### src/rtl/seq_detect_if.sv
// Serial-bit handshake between a bit source and the pattern detector.
// Source drives qualifier/data/clear; detector returns match pulse, count and debug state.
interface seq_detect_if #(
   parameter int CNT_W = 8,
   parameter int ST_W  = 3
);
   logic             en;
   logic             din;
   logic             clr;
   logic             match;
   logic [CNT_W-1:0] count;
   logic             sat;
   logic [ST_W-1:0]  state_o;

   modport master (output en, din, clr, input match, count, sat, state_o);
   modport slave  (input en, din, clr, output match, count, sat, state_o);
endinterface

### src/rtl/seq_detect.sv
// KMP serial pattern detector with saturating match count; Mealy match is same-cycle, Moore is one edge later.
// No backpressure: a bit is consumed on every edge with en=1 and clr=0, otherwise everything holds.
module seq_detect #(
   parameter int             PAT_W   = 4,
   parameter logic [PAT_W-1:0] PATTERN = 4'b1011,
   parameter bit             MOORE   = 1'b0,
   parameter bit             OVERLAP = 1'b1,
   parameter int             CNT_W   = 8
) (
   input logic        clk,
   input logic        rst_b,
   seq_detect_if.slave bus
);
   localparam int SW      = $clog2(PAT_W + 1);
   localparam int PAT_INT = int'(PATTERN);

   // Bit i of the pattern counted from the first bit received.
   function automatic int pbit(input int i);
      return (PAT_INT >> (PAT_W - 1 - i)) & 1;
   endfunction

   function automatic int delta(input int k, input int b);
      int  best;
      bit  ok;
      int  j;
      int  s;
      best = 0;
      for (int len = 1; len <= k + 1; len++) begin
         ok = 1'b1;
         for (int i = 0; i < len; i++) begin
            j = k + 1 - len + i;
            s = (j < k) ? pbit(j) : b;
            if (pbit(i) != s) ok = 1'b0;
         end
         if (ok) best = len;
      end
      return best;
   endfunction

   function automatic int border();
      int best;
      bit ok;
      best = 0;
      for (int len = 1; len < PAT_W; len++) begin
         ok = 1'b1;
         for (int i = 0; i < len; i++) begin
            if (pbit(i) != pbit(PAT_W - len + i)) ok = 1'b0;
         end
         if (ok) best = len;
      end
      return best;
   endfunction

   localparam int            RESTART = OVERLAP ? border() : 0;
   localparam logic [SW-1:0] RST_ST  = RESTART[SW-1:0];
   localparam logic [SW-1:0] FULL    = PAT_W[SW-1:0];

   // Row PAT_W is only reachable in Moore mode: it resumes from the restart point.
   logic [SW-1:0] nxt_tbl [0:PAT_W][0:1];

   for (genvar gk = 0; gk <= PAT_W; gk++) begin : g_row
      for (genvar gb = 0; gb < 2; gb++) begin : g_bit
         localparam int KS = (gk < PAT_W) ? gk : RESTART;
         localparam int NX = delta(KS, gb);
         assign nxt_tbl[gk][gb] = NX[SW-1:0];
      end
   end

   logic [SW-1:0]    state_q, state_d;
   logic [CNT_W-1:0] count_q, count_d;
   logic             match_q, match_d;
   logic [SW-1:0]    nxt;
   logic             accept;
   logic             hit;
   logic             sat;

   assign sat = &count_q;

   always_comb begin
      nxt     = nxt_tbl[state_q][bus.din];
      accept  = bus.en && !bus.clr;
      hit     = accept && (nxt == FULL);
      state_d = state_q;
      count_d = count_q;
      match_d = match_q;
      if (bus.clr) begin
         state_d = '0;
         count_d = '0;
         match_d = 1'b0;
      end else if (bus.en) begin
         state_d = (hit && !MOORE) ? RST_ST : nxt;
         match_d = hit;
         if (hit && !sat) count_d = count_q + CNT_W'(1);
      end
   end

   always_ff @(posedge clk or negedge rst_b) begin
      if (!rst_b) begin
         state_q <= '0;
         count_q <= '0;
         match_q <= 1'b0;
      end else begin
         state_q <= state_d;
         count_q <= count_d;
         match_q <= match_d;
      end
   end

   assign bus.match   = MOORE ? match_q : hit;
   assign bus.count   = count_q;
   assign bus.sat     = sat;
   assign bus.state_o = state_q;
endmodule
### src/flat_wrapper.sv
// flat-port wrapper written by rule: the top's interface ports become plain ports
module seq_detect_flat 
#(
   parameter int             PAT_W   = 4,
   parameter logic [PAT_W-1:0] PATTERN = 4'b1011,
   parameter bit             MOORE   = 1'b0,
   parameter bit             OVERLAP = 1'b1,
   parameter int             CNT_W   = 8
)
  (clk, rst_b, bus_en, bus_din, bus_clr, bus_match, bus_count, bus_sat, bus_state_o);
  seq_detect_if #(.CNT_W(CNT_W)) bus_i ();
  input logic clk;
  input logic rst_b;
  input wire logic [$bits(bus_i.en)-1:0] bus_en;
  input wire logic [$bits(bus_i.din)-1:0] bus_din;
  input wire logic [$bits(bus_i.clr)-1:0] bus_clr;
  output wire logic [$bits(bus_i.match)-1:0] bus_match;
  output wire logic [$bits(bus_i.count)-1:0] bus_count;
  output wire logic [$bits(bus_i.sat)-1:0] bus_sat;
  output wire logic [$bits(bus_i.state_o)-1:0] bus_state_o;
  assign bus_i.en = bus_en;
  assign bus_i.din = bus_din;
  assign bus_i.clr = bus_clr;
  assign bus_match = bus_i.match;
  assign bus_count = bus_i.count;
  assign bus_sat = bus_i.sat;
  assign bus_state_o = bus_i.state_o;
  seq_detect #(.PAT_W(PAT_W), .PATTERN(PATTERN), .MOORE(MOORE), .OVERLAP(OVERLAP), .CNT_W(CNT_W)) u_core (.clk(clk), .rst_b(rst_b), .bus(bus_i));
endmodule
### config.mk
export PLATFORM = sky130hd
export DESIGN_NAME = seq_detect_flat
export DESIGN_NICKNAME = d
export VERILOG_FILES = /design/src/rtl/seq_detect_if.sv /design/src/rtl/seq_detect.sv /design/src/flat_wrapper.sv
export SDC_FILE = /design/constraint.sdc
export NUM_CORES = 1
export LEC_CHECK = 0
export CORE_MARGIN = 5
export CORE_UTILIZATION = 44
export CTS_CLUSTER_DIAMETER = 40
export CTS_CLUSTER_SIZE = 40
export DETAILED_ROUTE_END_ITERATION = 8
export GPL_TIMING_DRIVEN = 0
export PLACE_DENSITY = 0.77
export SYNTH_ARGS = -nofsm -noshare
export SYNTH_HDL_FRONTEND = slang
export SYNTH_SLANG_ARGS = --single-unit
### constraint.sdc
create_clock -name clk -period 1.9 [get_ports clk]
set_input_delay 0.19 -clock clk [delete_from_list [all_inputs] [get_ports clk]]
set_output_delay 0.19 -clock clk [all_outputs]
set_load 0.02 [all_outputs]
# Word level (Yosys, flattened, before mapping)
# Memories as Yosys holds them, arrays and structs flattened.
# Index checks and enable logic that the tools add are counted.
# totals
regBits	11
mem_bits_ro	48
output_inout_bits	13
word_cells	29
n_memories	1
# memory_table
name	words	width	read_ports	rd_ports_with_merged_regs	write_ports	line_no	source
(name not given)	8	6	1	0	0	seq_detect.sv:80	nxt = nxt_tbl[state_q][bus.din];
# classes
addsub	1
order_cmp	2
eq_ne	1
muxes	11
bitwise	2
n_reduce_logical	9
# op_table
operator	count
$mux 8	3
$mux 3	6
$mux 6	2
$add 8x1->8 const B	1
$reduce_and 8->1	1
$ge 4x4->1 const B	1
$not 3->4	1
$reduce_bool 2->1	2
$eq 3x3->1 const B	1
$logic_and 1x1->1	3
$ge 2x2->1 const B	1
$logic_not 1->1	2
$not 1->2	1
$reduce_and 2->1	1

# Logic depth before layout (Yosys ltp)
# Gate-level depths: netlist of the first run.
# depth
ltp_word	13
ltp_mapped	7
mapped_depth_nobuf	5

# Least setup slack after synthesis of the first run
# Ideal clock, no wire load.
# synth_timing
kind	flip-flop to flip-flop
start	reg u_core.count_q[0], in the netlist u_core.bus.count[0]
end	reg u_core.count_q[5], in the netlist u_core.bus.count[5]
setup_time_ns	0.119
arrival_time_ns	1.937
required_ns	1.781
path_slack_ns	-0.156
path_stages_with_launch	6
n_path_buf	0
path_cell_list	dfrtp_1 -> ha_1 -> inv_1 -> nor3_1 -> nor4_1 -> o21ba_2
# synth_between
elab_chain_len	5
word_cells_on_any_way	9
# synth_rtl
element	line_no	source
from (decl)	seq_detect.sv:70	logic [CNT_W-1:0] count_q, count_d;
from (signal assigned)	seq_detect.sv:104	count_q <= count_d;
$reduce_and 8->1	seq_detect.sv:77	assign sat = &count_q;
via bus_sat	flat_wrapper.sv:19	output wire logic [$bits(bus_i.sat)-1:0] bus_sat;
$logic_not 1->1	seq_detect.sv:93	if (hit && !sat) count_d = count_q + CNT_W'(1);
$logic_and 1x1->1	seq_detect.sv:93	
$reduce_bool 2->1 (no source line)	--	
$reduce_and 2->1 (no source line)	--	
# The timed path passes the listed nets, and every way through them passes these cells. The select of a mux whose other input is x is not followed.
# A chain may end at the register's enable or synchronous reset.

# Worst setup path in the final report of the first run
# layout_timing
start	in bus_din
end	out bus_match
# layout_between
elab_chain_len	6
# layout_rtl
element	line_no	source
from (decl)	flat_wrapper.sv:15	input wire logic [$bits(bus_i.din)-1:0] bus_din;
$not 1->2 (not written as such)	seq_detect.sv:80	
$mux 3 (not written as such) (3 in series)	seq_detect.sv:80	
$eq 3x3->1	seq_detect.sv:82	hit = accept && (nxt == FULL);
$logic_and 1x1->1	seq_detect.sv:82	
to (decl)	flat_wrapper.sv:17	output wire logic [$bits(bus_i.match)-1:0] bus_match;
# No other way between the ends. The select of a mux whose other input is x is not followed.

==> results of run 1 <==
[per-layer routing]
metal,routed length (um),share of wire [%],track usage [%],up-vias
li1,-,-,-,290
met1,710,47,20.0,288
met2,702,46,22.5,19
met3,80,5.3,2.73,2
met4,17,1.1,8.29,0
met5,0,0,0,-
[critical path: stages]
cell and delay [ps]:
clkdlybuf4s50_1 490, nand2_1 90, or4_4 430, buf_6 140, buf_4 160, inv_2 60
buf_6 110
[power breakdown]
part	internal, uW	total, uW	switching [uW]
registers	235	237	1.06
logic	14.1	32.1	18.0
clock network	81.0	158	76.7
[synthesized netlist by cell type, drive strengths merged]
cell type,number,area [um2]
and3,1,6.26
or4,5,37.5
buf,2,12.5
o31ai,3,22.5
inv,3,11.3
o21ai,2,10.0
mux2,1,11.3
o21ba,1,10.0
or3,1,6.26
o41ai,2,17.5
a21oi,8,40.0
nor3b,1,7.51
nand3b,1,7.51
nor3,1,5.00
clkbuf,1,3.75
o31a,1,8.76
nor2b,1,6.26
nand2,6,22.5
nand3,3,15.0
ha,1,12.5
o211ai,1,7.51
nor4,2,12.5
or2b,1,7.51
nand4,1,6.26
dfrtp,11,275
nor2,2,7.51
[logic make-up after synthesis]
logic type	Yosys count	synth area share, %
flops	11	46.6
fa+ha+maj	1	2.12
simple gates	26	25.0
compound gates	18	19.7
mux	1	1.91
buf+inv	6	4.66
[cell type report]
| cell class | count | area (um2) | share of cell area (%) |
|---|---|---|---|
| repair buffers | 22 | 211 | 24.4 |
| multi-input cells | 46 | 303 | 34.9 |
| inverters | 3 | 11.3 | 1.30 |
| flip-flops and latches | 11 | 275 | 31.7 |
| well taps | 15 | 18.8 | 2.16 |
| plain buffers | 3 | 22.5 | 2.59 |
| clock buffers | 4 | 26.3 | 3.03 |
[sequential cells by signal, summed over array words and instances, names as in the netlist]
name                count
u_core.bus.state_o      3
u_core.bus.count        8
[metrics by stage]
step	setup TNS, ps	cell area (um2)	utilization (%)	setup slack (ps)	power [uW]
6_report	0	868	67.6	33.3	426
5_1_grt	-37.1	868	67.6	-26.1	444
4_1_cts	0	830	64.6	0.0351	431
3_5_place_dp	-2330	785	61.1	-523	271
3_3_place_gp	-2120	785	61.1	-504	271
2_1_floorplan	0	596	-	26.4	251
[repair_timing]
item,in CTS,in global routing
pin swaps,0,1
endpoints found under the hold margin,0,0
setup buffers,2,3
setup endpoints to repair,3,2
gates resized for setup,10,6
[final timing paths]
check	slack, ps	to	cells past startpoint	from
worst min-delay path	270	u_core.bus.count[2]	1	rst_b
max in group asynchronous	1270	u_core.bus.count[3]	1	rst_b
worst max-delay path	30	bus_match	7	bus_din
worst min register to register	590	u_core.bus.count[6]	2	u_core.bus.count[6]
min in group clk	330	u_core.bus.state_o[2]	2	bus_en
worst max register to register	50	u_core.bus.count[4]	5	u_core.bus.state_o[1]
==> results.yml, run 1 <==
finish:
  fillers: 100
  stdcell_count: 104
  areaGrowthSynthToFinish_pct: 47.0
  antenna_cells: 0
  final_cell_mix: "clkdlybuf4s50_1, dfrtp_1, a21oi_1"
  final_nets: 96
  final_common_cell: "clkdlybuf4s50_1"
  drive_gt1_share_pct: 19.1
yosys:
  synth_warnings: 0
  ys_types: 27
  ys_seq_area_share_pct: 46.6
  syn-num-nets: 69
  syn-cell-area_um2: 591
  syn_inst: 63
  avgSynthCellArea_um2: 9.37
  synth-seq-cells: 11
sta:
  finalCritPeriodShare_pct: 98.2
  slew_violations: 0
  hold_ws_ps: 274
  hold_violations: 0
  fmax_ghz: 0.536
  fin_skew_ps: 5.80
  timing.slew.headroom_pct: 64.3
  report.final.setup_viol: 0
  tightest_slew_ps: 533
  period_needed_ps: 1870
outcome:
  status: "completed"
floorplanning:
  die_y_um: 46.6
  core-area_um2: 1280
  start_util_pct: 46.0
  dieArea_um2: 2170
  rows: 13
  die_x_um: 46.6
  io_pins: 18
job:
  drv_cap: 0
hold_path:
  min_path_type: "input port to asynchronous set/reset pin"
routing:
  vias: 599
  drt-total-wl_um: 1510
  final_antenna_net_count: 0
  wire_per_inst_um: 14.5
  drt_pre_antenna_iters: 4
  drt-initial-drc-count: 11
  viasPerCell: 5.76
  drc: 0
global_route:
  grt_pass1_vias: 523
  grt_pass1_wl_um: 2300
  grt_util_all_layers_pct: 15.0
  antenna_found_initial: 0
  grt_remaining_overflow: 0
  grt_max_degree: 12
worst_setup_path:
  start_kind: "input port"
  required_ps: 1710
  path_class: "input port to primary output"
  crit_fanout: 10
  worst_ep_arrival_time_ps: 1680
  end_kind: "primary output"
clock_tree:
  root_buffer: "clkbuf_4"
  clk_latency_ps: 260
  cts_hold_buf: 0
  cts_tree: "yes"
  cts.sinks: 11
  clock_path_buffers: 2
  htree_levels: 1
  numCtsBuffers: 3
  clkTransAtPathRegs_ps: 70
placement:
  place_inst: 95
  place.gp.congestion: 0.726
  dp_hpwl_um: 995
  port_buffers: 17
pwr:
  vdd_drop_max_mv: 0.625
  leakagePower_uw: 0.000369
  power_per_cell_area_nw_per_um2: 491
No activity file was read; power rests on OpenSTA's default activity.
==> run 2, diff against run 1 <==
--- a/config.mk
+++ b/config.mk
@@ -5,10 +5,9 @@
 export SDC_FILE = /design/constraint.sdc
 export NUM_CORES = 1
 export LEC_CHECK = 0
-export CORE_MARGIN = 5
+export CORE_MARGIN = 1
 export CORE_UTILIZATION = 44
 export CTS_CLUSTER_DIAMETER = 40
-export CTS_CLUSTER_SIZE = 40
 export DETAILED_ROUTE_END_ITERATION = 8
 export GPL_TIMING_DRIVEN = 0
 export PLACE_DENSITY = 0.77
==> run 2 against run 1 <==
  * Clock-buffer cell count is the same
  * Non-clock buffer count shrank 2
  * Power grew 2.1%
  * Cell area shrank 0.86%
  * Via count grew 5.5%
  * Core utilization grew 5.9 points
  * Flip-flop and latch count is the same
  * Wire length grew 3.7%
  * Global-route usage grew 8.1 points
  * Critical path depth shrank 1
  * Critical path type is now flip-flop to primary output
  * Highest routed layer unchanged
==> results.yml, run 2 (synthesized netlist as in run 1, its figures left out) <==
worst_setup_path:
  reg2regPathDepth: 6
  path_class: "flip-flop to primary output"
  timing.rr.start: "u_core.bus.state_o[1]"
  required_ps: 1710
  timing.reg2reg.setup_slack_ps: 70
  worst_ep_arrival_time_ps: 1660
  r2r-end: "u_core.bus.count[5]"
  end_kind: "primary output"
  start_kind: "flip-flop"
  crit_fanout: 10
pwr:
  power_per_cell_area_nw_per_um2: 506
  power_uw: 435
  leakagePower_uw: 0.000352
  vdd_drop_max_mv: 0.431
floorplanning:
  start_util_pct: 50.4
  core-area_um2: 1170
  io_pins: 18
  die_y_um: 38.6
  die_x_um: 38.6
  dieArea_um2: 1490
  rows: 12
sta:
  hold_violations: 0
  tightest_slew_ps: 527
  fin_skew_ps: 1.42
  slew_violations: 0
  period_needed_ps: 1850
  report.final.setup_viol: 0
  fmax_ghz: 0.540
  timing.slew.headroom_pct: 64.8
  hold_ws_ps: 258
  finalCritPeriodShare_pct: 97.4
global_route:
  grt_util_all_layers_pct: 23.1
  grt_pass1_wl_um: 2260
  grt_max_degree: 12
  antenna_found_initial: 0
  grt_pass1_vias: 530
  grt_remaining_overflow: 0
placement:
  place.gp.congestion: 0.742
  placed_cell_area_um2: 783
  dp_hpwl_um: 971
  port_buffers: 17
clock_tree:
  clk_latency_ps: 270
  cts.sinks: 11
  cts_tree: "yes"
  cts_hold_buf: 0
  root_buffer: "clkbuf_4"
  htree_levels: 1
  clock_path_buffers: 2
  clkTransAtPathRegs_ps: 70
  numCtsBuffers: 3
finish:
  fillers: 91
  areaGrowthSynthToFinish_pct: 45.8
  drive_gt1_share_pct: 18.4
  largest_reg_flops: 8
  design_area_um2: 861
  final_cell_mix: "clkdlybuf4s50_1, dfrtp_1, a21oi_1"
  final_nets: 94
  antenna_cells: 0
  final_common_cell: "clkdlybuf4s50_1"
routing:
  viasPerCell: 6.26
  wire_per_inst_um: 15.5
  drt_pre_antenna_iters: 5
  vias: 632
  drt-initial-drc-count: 11
  drt-total-wl_um: 1570
  final_antenna_net_count: 0
  drc: 0
job:
  drv_cap: 0
hold_path:
  min_path_type: "input port to asynchronous set/reset pin"
outcome:
  status: "completed"
## run 2: timing repair
action | 4_1_cts | 5_1_grt
endpoints found under the setup margin | 2 | 6
pin swaps | 0 | 2
resized for setup | 11 | 8
buffers inserted | 2 | 1
## run 2: worst max-delay path by stage
| stage | endpoint | start | slack, ps |
|---|---|---|---|
| global placement | bus_match | bus_en | -480 |
| CTS | bus_match | u_core.bus.state_o[1] | 0.06 |
| global route | u_core.bus.count[3] | u_core.bus.count[0] | -10 |
| detailed placement | bus_match | bus_en | -500 |
| floorplan | u_core.bus.count[5] | u_core.bus.state_o[0] | 30 |
| finish | bus_match | u_core.bus.state_o[1] | 50 |
## run 2: final cells by class
class / count / area (um2) / area share [%]
clock buffer: 4 / 26.3 / 3.05
timing repair buffer: 20 / 193 / 22.4
tap: 14 / 17.5 / 2.03
multi-input combinational: 46 / 309 / 35.9
sequential: 11 / 275 / 32.0
inverter: 3 / 13.8 / 1.60
buffer: 3 / 26.3 / 3.05
## run 2: metal layers
metal  vias up  global-route usage (%)  routed length, um
met4         0                    12.9                 42
met3        10                    6.36                120
li1        287                       -                  -
met1       297                    28.3                621
met5         -                       0                  0
met2        38                    36.3                781
## run 2: per-stage QoR
stage / util (%) / setup WS [ps] / cells / TNS (ps)
6_report: 73.5 / 49.2 / 101 / 0
5_1_grt: 73.5 / -12.5 / 101 / -18.9
4_1_cts: 70.6 / 0.0570 / 100 / 0
3_5_place_dp: 66.9 / -504 / 94 / -2200
3_3_place_gp: 66.9 / -485 / 94 / -2050
2_1_floorplan: - / 26.4 / 63 / 0
## run 2: where the power goes
part | leakage [uW] | internal, uW | switching (uW)
Combinational | 0.000184 | 13.1 | 17.5
Sequential | 0.000153 | 235 | 1.05
Clock | 0.0000150 | 81.4 | 86.7
Total | 0.000352 | 330 | 105
## run 2: critical path, cell delays in order, from the launching register on
cell and delay [ps]:
dfrtp_1 390, nand2_1 70, or4_4 470, buf_6 150
buf_6 130, inv_4 60, buf_6 110
==> run 3, diff against run 2 <==
--- a/config.mk
+++ b/config.mk
@@ -11,6 +11,7 @@
 export DETAILED_ROUTE_END_ITERATION = 8
 export GPL_TIMING_DRIVEN = 0
 export PLACE_DENSITY = 0.77
+export SLEW_MARGIN = 15
 export SYNTH_ARGS = -nofsm -noshare
 export SYNTH_HDL_FRONTEND = slang
 export SYNTH_SLANG_ARGS = --single-unit
==> constraint.sdc (replaced) <==
create_clock -name clk -period 1.8 [get_ports clk]
set_input_delay 0.18 -clock clk [delete_from_list [all_inputs] [get_ports clk]]
set_output_delay 0.18 -clock clk [all_outputs]
set_load 0.02 [all_outputs]
==> run 3 against run 2 <==
  * Clock skew increased by 4.0 ps
  * Sequential share of layout area decreased by 1.2 points
  * Cell area increased by 5.4%
  * Clock power increased by 9%
  * Combinational power increased by 16%
  * Cell count increased by 3.0%
  * Die area unchanged
  * Global-route usage increased by 4.2 points
  * Sequential power increased by 6%
  * Via count increased by 4.1%
  * Critical path type is now flip-flop to flip-flop
  * Largest power group unchanged
  * Highest routed layer unchanged
==> results.yml, run 3 (synthesized netlist as in run 1, its figures left out) <==
outcome:
  status: "completed"
pwr:
  power_per_cell_area_nw_per_um2: 517
  sw_frac_of_total_pct: 26.0
  seq_power_share_pct: 53.4
  combPwrFrac_pct: 7.6
  power_uw: 469
  p_clk_share_pct: 39.1
  vdd_drop_max_mv: 0.476
  switchingPower_uw: 122
  intPower_uw: 347
  leakagePower_uw: 0.000362
worst_setup_path:
  timing.reg2reg.setup_slack_ps: 30
  critPathSlowestCell: "or4_1"
  worst_ep_arrival_time_ps: 1980
  cp_cell_sequence: "ha_1, inv_2, nor3_4, buf_4, or4_1, a21oi_1"
  cpPeakStageDelay_ps: 460
  timing.rr.start: "u_core.bus.count[0]"
  path_buf_inv: 2
  crit_start: "u_core.bus.count[0]"
  start_kind: "flip-flop"
  end_kind: "flip-flop"
  path_class: "flip-flop to flip-flop"
  worst_path_dominant_cell_family: "simple AND/OR/NAND/NOR gates"
  required_ps: 2010
  crit_fanout: 7
global_route:
  antenna_found_initial: 0
  use_met3_pct: 5.78
  busiest_layer: "met2"
  grt_util_all_layers_pct: 27.3
  gr-usage-met1_pct: 34.9
  grt_remaining_overflow: 0
  grt_pass1_wl_um: 2550
  grt.met2_usage_pct: 43.3
  grt_max_degree: 12
  grt_pass1_vias: 543
sta:
  hold_violations: 0
  period_needed_ps: 1770
  timing.slew.headroom_pct: 65.1
  hold_ws_ps: 232
  finalCritPeriodShare_pct: 98.4
  fmax_ghz: 0.565
  report.final.setup_viol: 0
  fin_skew_ps: 5.43
  rsz0062_at_grt: "yes"
  slew_violations: 0
  tightest_slew_ps: 522
clock_tree:
  cts_hold_buf: 0
  htree_levels: 1
  clk_latency_ps: 290
  cts_tree: "yes"
  clkTransAtPathRegs_ps: 80
  root_buffer: "clkbuf_4"
  numCtsBuffers: 3
  cts.sinks: 11
  clock_path_buffers: 2
floorplanning:
  core-area_um2: 1170
  die_x_um: 38.6
  rows: 12
  start_util_pct: 50.4
  dieArea_um2: 1490
  die_y_um: 38.6
  io_pins: 18
placement:
  port_buffers: 17
  dp_hpwl_um: 972
  place.gp.congestion: 0.730
finish:
  areaGrowthSynthToFinish_pct: 53.6
  final_nets: 97
  antenna_cells: 0
  final_common_cell: "clkdlybuf4s50_1"
  drive_gt1_share_pct: 31.1
  fillers: 85
  largest_reg_flops: 8
  final_cell_mix: "clkdlybuf4s50_1, a21oi_1, dfrtp_1"
routing:
  drc: 0
  viasPerCell: 6.33
  wire_per_inst_um: 16.7
  drt-total-wl_um: 1740
  drt_pre_antenna_iters: 5
  final_antenna_net_count: 0
  vias: 658
  drt-initial-drc-count: 26
job:
  drv_cap: 0
hold_path:
  min_path_type: "input port to asynchronous set/reset pin"
-- run 3: layout make-up --
type                    count  area, um2  share of cell area [%]
inverters                   3       13.8                    1.52
well taps                  14       17.5                    1.93
clock inverters             1       5.00                   0.552
clock buffers               3       22.5                    2.48
flip-flops and latches     11        279                    30.8
repair buffers             24        215                    23.7
multi-input cells          46        339                    37.4
plain buffers               2       15.0                    1.66
-- run 3: timing repair --
| item | in CTS | in global routing |
|---|---|---|
| gates cloned | 1 | 0 |
| hold endpoints to repair | 0 | 0 |
| pin swaps | 1 | 0 |
| setup buffers | 6 | 0 |
| endpoints found under the setup margin | 8 | 9 |
| gates resized for setup | 15 | 7 |
-- run 3: routing by layer --
layer	routed length [um]	share of wire (%)	vias to the layer above
met5	0	0	-
met4	34	2.0	0
met3	133	7.7	5
met2	869	50	37
met1	698	40	324
li1	-	-	292
-- run 3: power by group through the flow --
stage / clock network [uW] / logic (uW) / registers (uW)
floorplan: 0 / 7.84 / 257
global placement: 0 / 30.9 / 255
detailed placement: 0 / 31.4 / 256
CTS: 182 / 35.1 / 250
global route: 200 / 38.9 / 250
finish: 183 / 35.6 / 250
-- run 3: final timing paths --
| kind | cells past startpoint | endpoint |
|---|---|---|
| setup / recovery | 6 | u_core.bus.count[3] |
| hold / removal | 1 | u_core.bus.count[2] |
| setup reg to reg | 6 | u_core.bus.count[3] |
| hold reg to reg | 2 | u_core.bus.count[6] |
| max in group asynchronous | 1 | u_core.bus.state_o[0] |
| min in group clk | 2 | u_core.bus.state_o[2] |
-- run 3: worst reg2reg max path, cell delays in order (launching register included) --
cell and delay [ps]:
dfrtp_1 450, ha_1 270, inv_2 140, nor3_4 70, buf_4 160, or4_1 460, a21oi_1 130
-- run 3: per-stage QoR --
step | instances | instance area (um2) | worst slack [ps] | util [%] | setup TNS [ps]
2_1_floorplan | 63 | 609 | -13.4 | - | -17.5
3_3_place_gp | 94 | 797 | -552 | 68.1 | -2830
3_5_place_dp | 94 | 797 | -538 | 68.1 | -2820
4_1_cts | 105 | 893 | 3.52 | 76.3 | 0
5_1_grt | 104 | 907 | -21.0 | 77.5 | -23.2
6_report | 104 | 907 | 29.2 | 77.5 | 0
